$ cat src/rtl/ula_op_sequencer_if.sv
// Command and result channels between a command source/result consumer and
// the ULA operation sequencer.
interface ula_op_sequencer_if #(
    parameter int WIDTH = 6
);
    // Both channels transfer on a rising edge where valid && ready. The sender
    // holds valid and payload stable until that edge, and valid never waits on ready.
    logic             cmd_valid;
    logic             cmd_ready;
    logic             cmd_set;
    logic [2:0]       cmd_setop;
    logic [WIDTH-1:0] cmd_a;
    logic [WIDTH-1:0] cmd_b;
    logic             cmd_use_acc;

    logic             res_valid;
    logic             res_ready;
    logic [WIDTH-1:0] res_out;
    logic             res_carry;
    logic             res_zero;

    modport master (
        output cmd_valid, cmd_set, cmd_setop, cmd_a, cmd_b, cmd_use_acc,
        input  cmd_ready,
        input  res_valid, res_out, res_carry, res_zero,
        output res_ready
    );

    modport slave (
        input  cmd_valid, cmd_set, cmd_setop, cmd_a, cmd_b, cmd_use_acc,
        output cmd_ready,
        output res_valid, res_out, res_carry, res_zero,
        input  res_ready
    );
endinterface

$ cat src/rtl/ula_op_sequencer.sv
// Buffers ULA operation requests, drives registered operands into the ULA,
// captures its result one cycle later and returns it over a valid/ready channel.
module ula_op_sequencer #(
    parameter int WIDTH = 6,
    parameter int DEPTH = 4
) (
    input  logic              Clock,
    input  logic              Reset,
    ula_op_sequencer_if.slave bus,
    output logic [WIDTH-1:0]  alu_a,
    output logic [WIDTH-1:0]  alu_b,
    output logic              alu_set,
    output logic [2:0]        alu_setop,
    input  logic [WIDTH-1:0]  alu_out,
    input  logic              alu_carry,
    input  logic              alu_zero,
    output logic [7:0]        op_count,
    output logic              busy,
    output logic [1:0]        dbg_state
);
    localparam int PW = (DEPTH > 1) ? $clog2(DEPTH) : 1;
    localparam int CW = PW + 1;

    typedef struct packed {
        logic             set;
        logic [2:0]       setop;
        logic [WIDTH-1:0] a;
        logic [WIDTH-1:0] b;
        logic             use_acc;
    } cmd_t;

    typedef enum logic [1:0] {
        S_IDLE = 2'd0,
        S_EXEC = 2'd1,
        S_HOLD = 2'd2
    } state_t;

    state_t           state_q, state_d;
    cmd_t             mem_q [DEPTH];
    cmd_t             mem_d [DEPTH];
    logic [PW-1:0]    wr_ptr_q, wr_ptr_d;
    logic [PW-1:0]    rd_ptr_q, rd_ptr_d;
    logic [CW-1:0]    count_q, count_d;
    logic [WIDTH-1:0] acc_q, acc_d;
    logic [WIDTH-1:0] alu_a_q, alu_a_d;
    logic [WIDTH-1:0] alu_b_q, alu_b_d;
    logic             alu_set_q, alu_set_d;
    logic [2:0]       alu_setop_q, alu_setop_d;
    logic             res_valid_q, res_valid_d;
    logic [WIDTH-1:0] res_out_q, res_out_d;
    logic             res_carry_q, res_carry_d;
    logic             res_zero_q, res_zero_d;
    logic [7:0]       op_count_q, op_count_d;

    logic push;
    logic pop;
    cmd_t head;
    cmd_t incoming;

    // Ready comes only from the registered count, so a same-cycle pop never
    // opens a slot for a same-cycle push; it is also forced low during reset.
    assign bus.cmd_ready = Reset && (count_q != CW'(DEPTH));
    assign push          = bus.cmd_valid && bus.cmd_ready;
    assign pop           = (state_q == S_IDLE) && (count_q != '0);
    assign head          = mem_q[rd_ptr_q];
    assign incoming      = '{set:     bus.cmd_set,
                             setop:   bus.cmd_setop,
                             a:       bus.cmd_a,
                             b:       bus.cmd_b,
                             use_acc: bus.cmd_use_acc};

    always_comb begin
        mem_d    = mem_q;
        wr_ptr_d = wr_ptr_q;
        rd_ptr_d = rd_ptr_q;
        count_d  = count_q;
        if (push) begin
            mem_d[wr_ptr_q] = incoming;
            wr_ptr_d        = wr_ptr_q + PW'(1);
        end
        if (pop) begin
            rd_ptr_d = rd_ptr_q + PW'(1);
        end
        case ({push, pop})
            2'b10:   count_d = count_q + CW'(1);
            2'b01:   count_d = count_q - CW'(1);
            default: count_d = count_q;
        endcase
    end

    always_comb begin
        state_d     = state_q;
        acc_d       = acc_q;
        alu_a_d     = alu_a_q;
        alu_b_d     = alu_b_q;
        alu_set_d   = alu_set_q;
        alu_setop_d = alu_setop_q;
        res_valid_d = res_valid_q;
        res_out_d   = res_out_q;
        res_carry_d = res_carry_q;
        res_zero_d  = res_zero_q;
        op_count_d  = op_count_q;
        case (state_q)
            S_IDLE: begin
                if (pop) begin
                    alu_a_d     = head.use_acc ? acc_q : head.a;
                    alu_b_d     = head.b;
                    alu_set_d   = head.set;
                    alu_setop_d = head.setop;
                    state_d     = S_EXEC;
                end
            end
            S_EXEC: begin
                // The ULA has settled on the operands registered last cycle.
                res_out_d   = alu_out;
                res_carry_d = alu_carry;
                res_zero_d  = alu_zero;
                acc_d       = alu_out;
                res_valid_d = 1'b1;
                op_count_d  = op_count_q + 8'd1;
                state_d     = S_HOLD;
            end
            S_HOLD: begin
                if (res_valid_q && bus.res_ready) begin
                    res_valid_d = 1'b0;
                    state_d     = S_IDLE;
                end
            end
            default: begin
                state_d = S_IDLE;
            end
        endcase
    end

    always_ff @(posedge Clock or negedge Reset) begin
        if (!Reset) begin
            state_q     <= S_IDLE;
            for (int i = 0; i < DEPTH; i++) begin
                mem_q[i] <= '0;
            end
            wr_ptr_q    <= '0;
            rd_ptr_q    <= '0;
            count_q     <= '0;
            acc_q       <= '0;
            alu_a_q     <= '0;
            alu_b_q     <= '0;
            alu_set_q   <= 1'b0;
            alu_setop_q <= '0;
            res_valid_q <= 1'b0;
            res_out_q   <= '0;
            res_carry_q <= 1'b0;
            res_zero_q  <= 1'b0;
            op_count_q  <= '0;
        end else begin
            state_q     <= state_d;
            mem_q       <= mem_d;
            wr_ptr_q    <= wr_ptr_d;
            rd_ptr_q    <= rd_ptr_d;
            count_q     <= count_d;
            acc_q       <= acc_d;
            alu_a_q     <= alu_a_d;
            alu_b_q     <= alu_b_d;
            alu_set_q   <= alu_set_d;
            alu_setop_q <= alu_setop_d;
            res_valid_q <= res_valid_d;
            res_out_q   <= res_out_d;
            res_carry_q <= res_carry_d;
            res_zero_q  <= res_zero_d;
            op_count_q  <= op_count_d;
        end
    end

    assign alu_a         = alu_a_q;
    assign alu_b         = alu_b_q;
    assign alu_set       = alu_set_q;
    assign alu_setop     = alu_setop_q;
    assign bus.res_valid = res_valid_q;
    assign bus.res_out   = res_out_q;
    assign bus.res_carry = res_carry_q;
    assign bus.res_zero  = res_zero_q;
    assign op_count      = op_count_q;
    assign busy          = (state_q != S_IDLE) || (count_q != '0);
    assign dbg_state     = state_q;
endmodule
$ cat src/flat_wrapper.sv
// flat-port wrapper written by rule: the top's interface ports become plain ports
module ula_op_sequencer_flat 
#(
    parameter int WIDTH = 6,
    parameter int DEPTH = 4
)
  (Clock, Reset, alu_a, alu_b, alu_set, alu_setop, alu_out, alu_carry, alu_zero, op_count, busy, dbg_state, bus_cmd_valid, bus_cmd_set, bus_cmd_setop, bus_cmd_a, bus_cmd_b, bus_cmd_use_acc, bus_cmd_ready, bus_res_valid, bus_res_out, bus_res_carry, bus_res_zero, bus_res_ready);
  ula_op_sequencer_if #(.WIDTH(WIDTH)) bus_i ();
  input  logic Clock;
  input  logic Reset;
  output logic [WIDTH-1:0] alu_a;
  output logic [WIDTH-1:0] alu_b;
  output logic alu_set;
  output logic [2:0] alu_setop;
  input  logic [WIDTH-1:0] alu_out;
  input  logic alu_carry;
  input  logic alu_zero;
  output logic [7:0] op_count;
  output logic busy;
  output logic [1:0] dbg_state;
  input wire logic [$bits(bus_i.cmd_valid)-1:0] bus_cmd_valid;
  input wire logic [$bits(bus_i.cmd_set)-1:0] bus_cmd_set;
  input wire logic [$bits(bus_i.cmd_setop)-1:0] bus_cmd_setop;
  input wire logic [$bits(bus_i.cmd_a)-1:0] bus_cmd_a;
  input wire logic [$bits(bus_i.cmd_b)-1:0] bus_cmd_b;
  input wire logic [$bits(bus_i.cmd_use_acc)-1:0] bus_cmd_use_acc;
  output wire logic [$bits(bus_i.cmd_ready)-1:0] bus_cmd_ready;
  output wire logic [$bits(bus_i.res_valid)-1:0] bus_res_valid;
  output wire logic [$bits(bus_i.res_out)-1:0] bus_res_out;
  output wire logic [$bits(bus_i.res_carry)-1:0] bus_res_carry;
  output wire logic [$bits(bus_i.res_zero)-1:0] bus_res_zero;
  input wire logic [$bits(bus_i.res_ready)-1:0] bus_res_ready;
  assign bus_i.cmd_valid = bus_cmd_valid;
  assign bus_i.cmd_set = bus_cmd_set;
  assign bus_i.cmd_setop = bus_cmd_setop;
  assign bus_i.cmd_a = bus_cmd_a;
  assign bus_i.cmd_b = bus_cmd_b;
  assign bus_i.cmd_use_acc = bus_cmd_use_acc;
  assign bus_cmd_ready = bus_i.cmd_ready;
  assign bus_res_valid = bus_i.res_valid;
  assign bus_res_out = bus_i.res_out;
  assign bus_res_carry = bus_i.res_carry;
  assign bus_res_zero = bus_i.res_zero;
  assign bus_i.res_ready = bus_res_ready;
  ula_op_sequencer #(.WIDTH(WIDTH), .DEPTH(DEPTH)) u_core (.Clock(Clock), .Reset(Reset), .bus(bus_i), .alu_a(alu_a), .alu_b(alu_b), .alu_set(alu_set), .alu_setop(alu_setop), .alu_out(alu_out), .alu_carry(alu_carry), .alu_zero(alu_zero), .op_count(op_count), .busy(busy), .dbg_state(dbg_state));
endmodule
$ cat config.mk
export PLATFORM = sky130hd
export DESIGN_NAME = ula_op_sequencer_flat
export DESIGN_NICKNAME = d
export VERILOG_FILES = /design/src/rtl/ula_op_sequencer_if.sv /design/src/rtl/ula_op_sequencer.sv /design/src/flat_wrapper.sv
export SDC_FILE = /design/constraint.sdc
export NUM_CORES = 1
export LEC_CHECK = 0
export CAP_MARGIN = 10
export CORE_MARGIN = 4
export CORE_UTILIZATION = 30
export CTS_CLUSTER_SIZE = 8
export DETAILED_ROUTE_END_ITERATION = 16
export PLACE_DENSITY = 0.5
export RECOVER_POWER = 25
export SYNTH_ARGS = -nofsm -noshare
export SYNTH_HDL_FRONTEND = slang
export SYNTH_SLANG_ARGS = --single-unit
$ cat constraint.sdc
create_clock -name Clock -period 2.85 [get_ports Clock]
set_clock_uncertainty 0.2 [all_clocks]
set_input_delay 0.7125 -clock Clock [delete_from_list [all_inputs] [get_ports Clock]]
set_output_delay 0.7125 -clock Clock [all_outputs]
set_load 0.1 [all_outputs]
* After elaboration in Yosys (flattened, before gate mapping)
Index checks and enable logic that the tools add are counted.
** Storage, ports and cells
- Word-level logic and storage cells :: 77
- Input bits :: 29
- Output and inout bits :: 37
- Register bits :: 110
** Operators by class
- Bitwise gates (word level) :: 2
- Eq/ne operators :: 7
- Reduce and logical (&&, ||, !) cells :: 14
- Muxes and demuxes :: 13
- Order comparisons :: 3
- Add/subtract/negate cells :: 5
** Operator list (count)
- $bwmux W68 :: 1
- $mux W17 :: 3
- $bmux W17 S2 :: 1
- $demux W17 S2 :: 1
- $add A8 B1 Y8 const B :: 1
- $ge A3 B3 Y1 const B :: 2
- $mux W6 :: 1
- $not A2 Y3 :: 2
- $pmux W2 S3 :: 1
- $pmux W3 S2 :: 1
- $reduce_and A2 Y1 :: 3
- $reduce_bool A2 Y1 :: 3
- $logic_and A1 B1 Y1 :: 5
- $add A2 B1 Y2 const B :: 2
- $eq A2 B1 Y1 const B :: 2
- $eq A2 B2 Y1 const B :: 2
- $mux W2 :: 2
- $ne A2 B1 Y1 const B :: 2
- $add A3 B1 Y3 const B :: 1
- $lt A3 B1 Y1 const B :: 1
- $ne A3 B3 Y1 const B :: 1
- $reduce_bool A3 Y1 :: 1
- $sub A3 B1 Y3 const B :: 1
- $logic_not A2 Y1 :: 1
- other kinds (3) :: 3

* Depth between registers and ports, before layout
- Depth after elaboration :: 6
- Gate-level depth with buffers :: 11
- Mapped depth without buffers :: 9

* Worst setup path after synthesis
OpenSTA, ideal clock, no wires.
- Kind :: register to output
- From :: register u_core.state_q[1] (netlist: u_core.dbg_state[1])
- To :: output busy
- Slack :: 140 ps
- Cell stages (with the launch flop) :: 3
- Data arrival time :: 1797 ps
- Path buffers :: 0
- Data required time :: 1938 ps
- Cell sequence :: dfrtp_1 > nor2_1 > nand2_1
** On the way
- Cells in the longest elaborated chain, start to end :: 2
** Ends and longest elaborated chain
- from (decl) :: RTL line ula_op_sequencer.sv:38 : state_t state_q, state_d;
- from (signal assigned) :: RTL line ula_op_sequencer.sv:155 : state_q <= state_d;
- $reduce_bool A2 Y1 :: RTL line ula_op_sequencer.sv:182 : assign busy = (state_q != S_IDLE) || (count_q != '0);
- $logic_or A1 B1 Y1 :: RTL line ula_op_sequencer.sv:182
- to (decl) :: RTL line flat_wrapper.sv:19 : output logic busy;
Every way passes these cells.

* Worst setup path after layout
- From :: register u_core.count_q[0]
- To :: output busy
** On the way
- Cells in the longest elaborated chain, start to end :: 2
** Ends and longest elaborated chain
- from (decl) :: RTL line ula_op_sequencer.sv:43 : logic [CW-1:0] count_q, count_d;
- from (signal assigned) :: RTL line ula_op_sequencer.sv:159 : count_q <= count_d;
- $reduce_bool A3 Y1 :: RTL line ula_op_sequencer.sv:182
- $logic_or A1 B1 Y1 :: RTL line ula_op_sequencer.sv:182
Every way passes these cells.

==> metrics.yaml <==
status: "finished, final reports clean"
drive_gt1_share_pct: 45.64
yosysTopAreaCell: "dfrtp_1"
grt_first_pass_wirelength_mm: 16.54
arrival_ps: 1770
syn_nets: 345
hold_depth: 1
fp.dieW_um: 137.9
first_pass_iters: 4
setup_violations: 0
fp.dieArea_mm2: 0.01902
synth.most_common_cell: "dfrtp_1"
clk_pin_slew_worst_paths_ps: 70
gp_congestion: 0.7103
rsz0062_at_grt: "false"
insertion_delay_ps: 350
synth_edf_count: 0
synth-async-reset-ratio_pct: 100.0
synth_seq_area_share_pct: 54.37
netlist_instances: 309
grt_pass1_vias: 2974
dp_hpwl_mm: 7.098
io_buffer_count: 65
tightest_slew_ps: 1226
totalNegativeSetupSlack_ps: 0
cp_slowest_cell: "nor3_1"
numCtsBuffers: 9
holdBufCountCts: 0
synthDistinctLibCells: 33
diodes: 0
netlist_top_cells_count: "dfrtp_1 (110), mux2_2 (47), mux2_4 (41)"
r2r_start: "u_core.count_q[0]"
core_area_mm2: 0.01658
synthTopCellsByArea: "dfrtp_1 (54%), mux2_4 (12%), mux2_2 (10%), mux4_2 (7.6%), nand4_4 (1.7%)"
ys_warn_count: 0
start_util_pct: 30.53
finalHoldViolCount: 0
wl_mm: 10.15
num_rows: 47
r2r_end: "u_core.count_q[2]"
htreeDepth: 3
drt-initial-drc-count: 80
synth_seq_cells: 110
maxCapViolations: 0
endpoint_kind: "output port"
cts_tree: "done"
min_to: "u_core.op_count[7]"
slew_violations: 0
r2r_cells: 9
layout_min_cycle_time_ps: 2679
antenna_found_initial: 0
regToRegSetupSlack_ps: 340
fmax_mhz: 373.3
crit_chain: "nor3_1 -> buf_4 -> nand2_1 -> buf_4"
crit_required_ps: 1940
cts-root-buf: "clkbuf_16"
area_growth_pct: 21.97
cp_common_cell: "buf_4"
hp-class: "reg -> reg"
postRouteAntennaNets: 0
cts_setup_buffers: 0
postSynthAreaPerCell_um2: 16.38
layout.nets: 421
holdCritStartpoint: "u_core.op_count[7]"
cts.sinks: 110
synth_ff_type: "dfrtp_1"
fill_cells: 1587
num_vias: 2759
yosys.area.top_type_share_pct: 54.37
ctsResizeCount: 0
wire_per_inst_um: 16.64
ios: 66
track_usage_pct: 11.54
drc: 0
vias_per_cell: 4.523
crit_type: "reg -> out"
chipHeight_um: 137.9
grt_max_degree: 62
crit_fanout: 8
slew_headroom_pct: 18.26
syn-cell-area_mm2: 0.005062
worstSetupStartpointType: "flop"
grt-ovfl-total: 0
finalCritPeriodShare_pct: 93.99
cts_buffer_depth: 2
cp_slowest_stage_delay_ps: 440
-- metrics by stage --
stage          worst slack (ps)  utilization (%)  instances  area (um2)  hold WS [ps]
2_1_floorplan             140.3                -        309        5062         216.9
3_3_place_gp              194.4            35.69        594        5918         265.1
3_5_place_dp              153.9            35.69        594        5918         276.4
4_1_cts                   119.3            37.45        610        6210         280.4
5_1_grt                   110.3            37.23        610        6175         315.6
6_report                  171.3            37.23        610        6175         284.2
-- how the worst max path moves through the flow --
stage                     depth (start not counted)  slack, ps           endpoint                start
after global routing                              4        110      bus_cmd_ready    u_core.count_q[0]
after global placement                            9        190  u_core.count_q[2]        bus_cmd_valid
after CTS                                         4        120      bus_cmd_ready    u_core.count_q[0]
final                                             4        170               busy    u_core.count_q[0]
after floorplan                                   2        140               busy  u_core.dbg_state[1]
after detailed placement                          9        150  u_core.count_q[2]        bus_cmd_valid
-- worst max-delay path: cells and delay by family, from the launching register on --
kind | cells | cell delay [ps]
buffers and inverters | 2 | 480
DFF | 1 | 420
and+or+nand+nor | 2 | 520
-- cells by family (layout without fill, tap and decap cells) --
kind of cell	count (synthesis)	in the layout	share of synthesized area [%]
AOI/OAI and AO/OA	15	15	1.532
xor gates and xnor gates	13	13	2.249
adders and majority gates	7	7	1.878
buffers and inverters	26	107	3.930
DFF	110	110	54.37
muxes	112	112	31.56
and+or+nand+nor	26	26	4.474
-- cells in the final DEF (no fill, tap or decap), types with 2 or more instances in the layout --
master	synthesis	layout
nor2_1	3	3
buf_4	2	46
mux2_2	47	47
mux2i_1	7	7
mux2_4	41	40
clkbuf_1	3	4
clkbuf_8	0	2
inv_1	8	8
o21ai_0	13	13
nand4_4	4	4
ha_1	6	6
nand2_1	5	5
dfrtp_1	110	110
inv_6	0	3
nor2b_1	2	2
xnor2_1	9	9
nand4_1	3	3
clkdlybuf4s50_1	0	26
and3_1	1	2
xor2_1	4	4
mux4_2	17	17
clkbuf_16	0	9
buf_12	4	5
-- sequential cells by signal, summed over array words and instances, names as in the netlist, 2 cells and up --
name              cells
u_core.acc_q          6
u_core.alu_a          6
u_core.alu_b          6
u_core.alu_setop      3
u_core.count_q        3
u_core.dbg_state      2
u_core.mem_q         68
u_core.op_count       8
u_core.rd_ptr_q       2
u_core.wr_ptr_q       2
-- area by class of cell --
type                            instances  area [um2]  share of cell area (%)
Sequential cell                       110        2753                   44.58
Multi-Input combinational cell        173        2091                   33.86
Timing Repair Buffer                   82       730.7                   11.83
Tap cell                              220       275.3                   4.458
Clock buffer                           11       252.7                   4.093
Clock inverter                          5       38.79                  0.6282
Inverter                                9       33.78                  0.5471
-- layer usage --
metal	wire (um)	vias up	track usage (%)
met5	0	-	0
met4	190	0	4.940
met3	426	13	2.431
met2	4631	55	17.25
met1	4899	1420	16.27
li1	-	1271	-
Power is not shown: default switching activity piles up to over one toggle a cycle in this logic, so the estimate is an artifact.
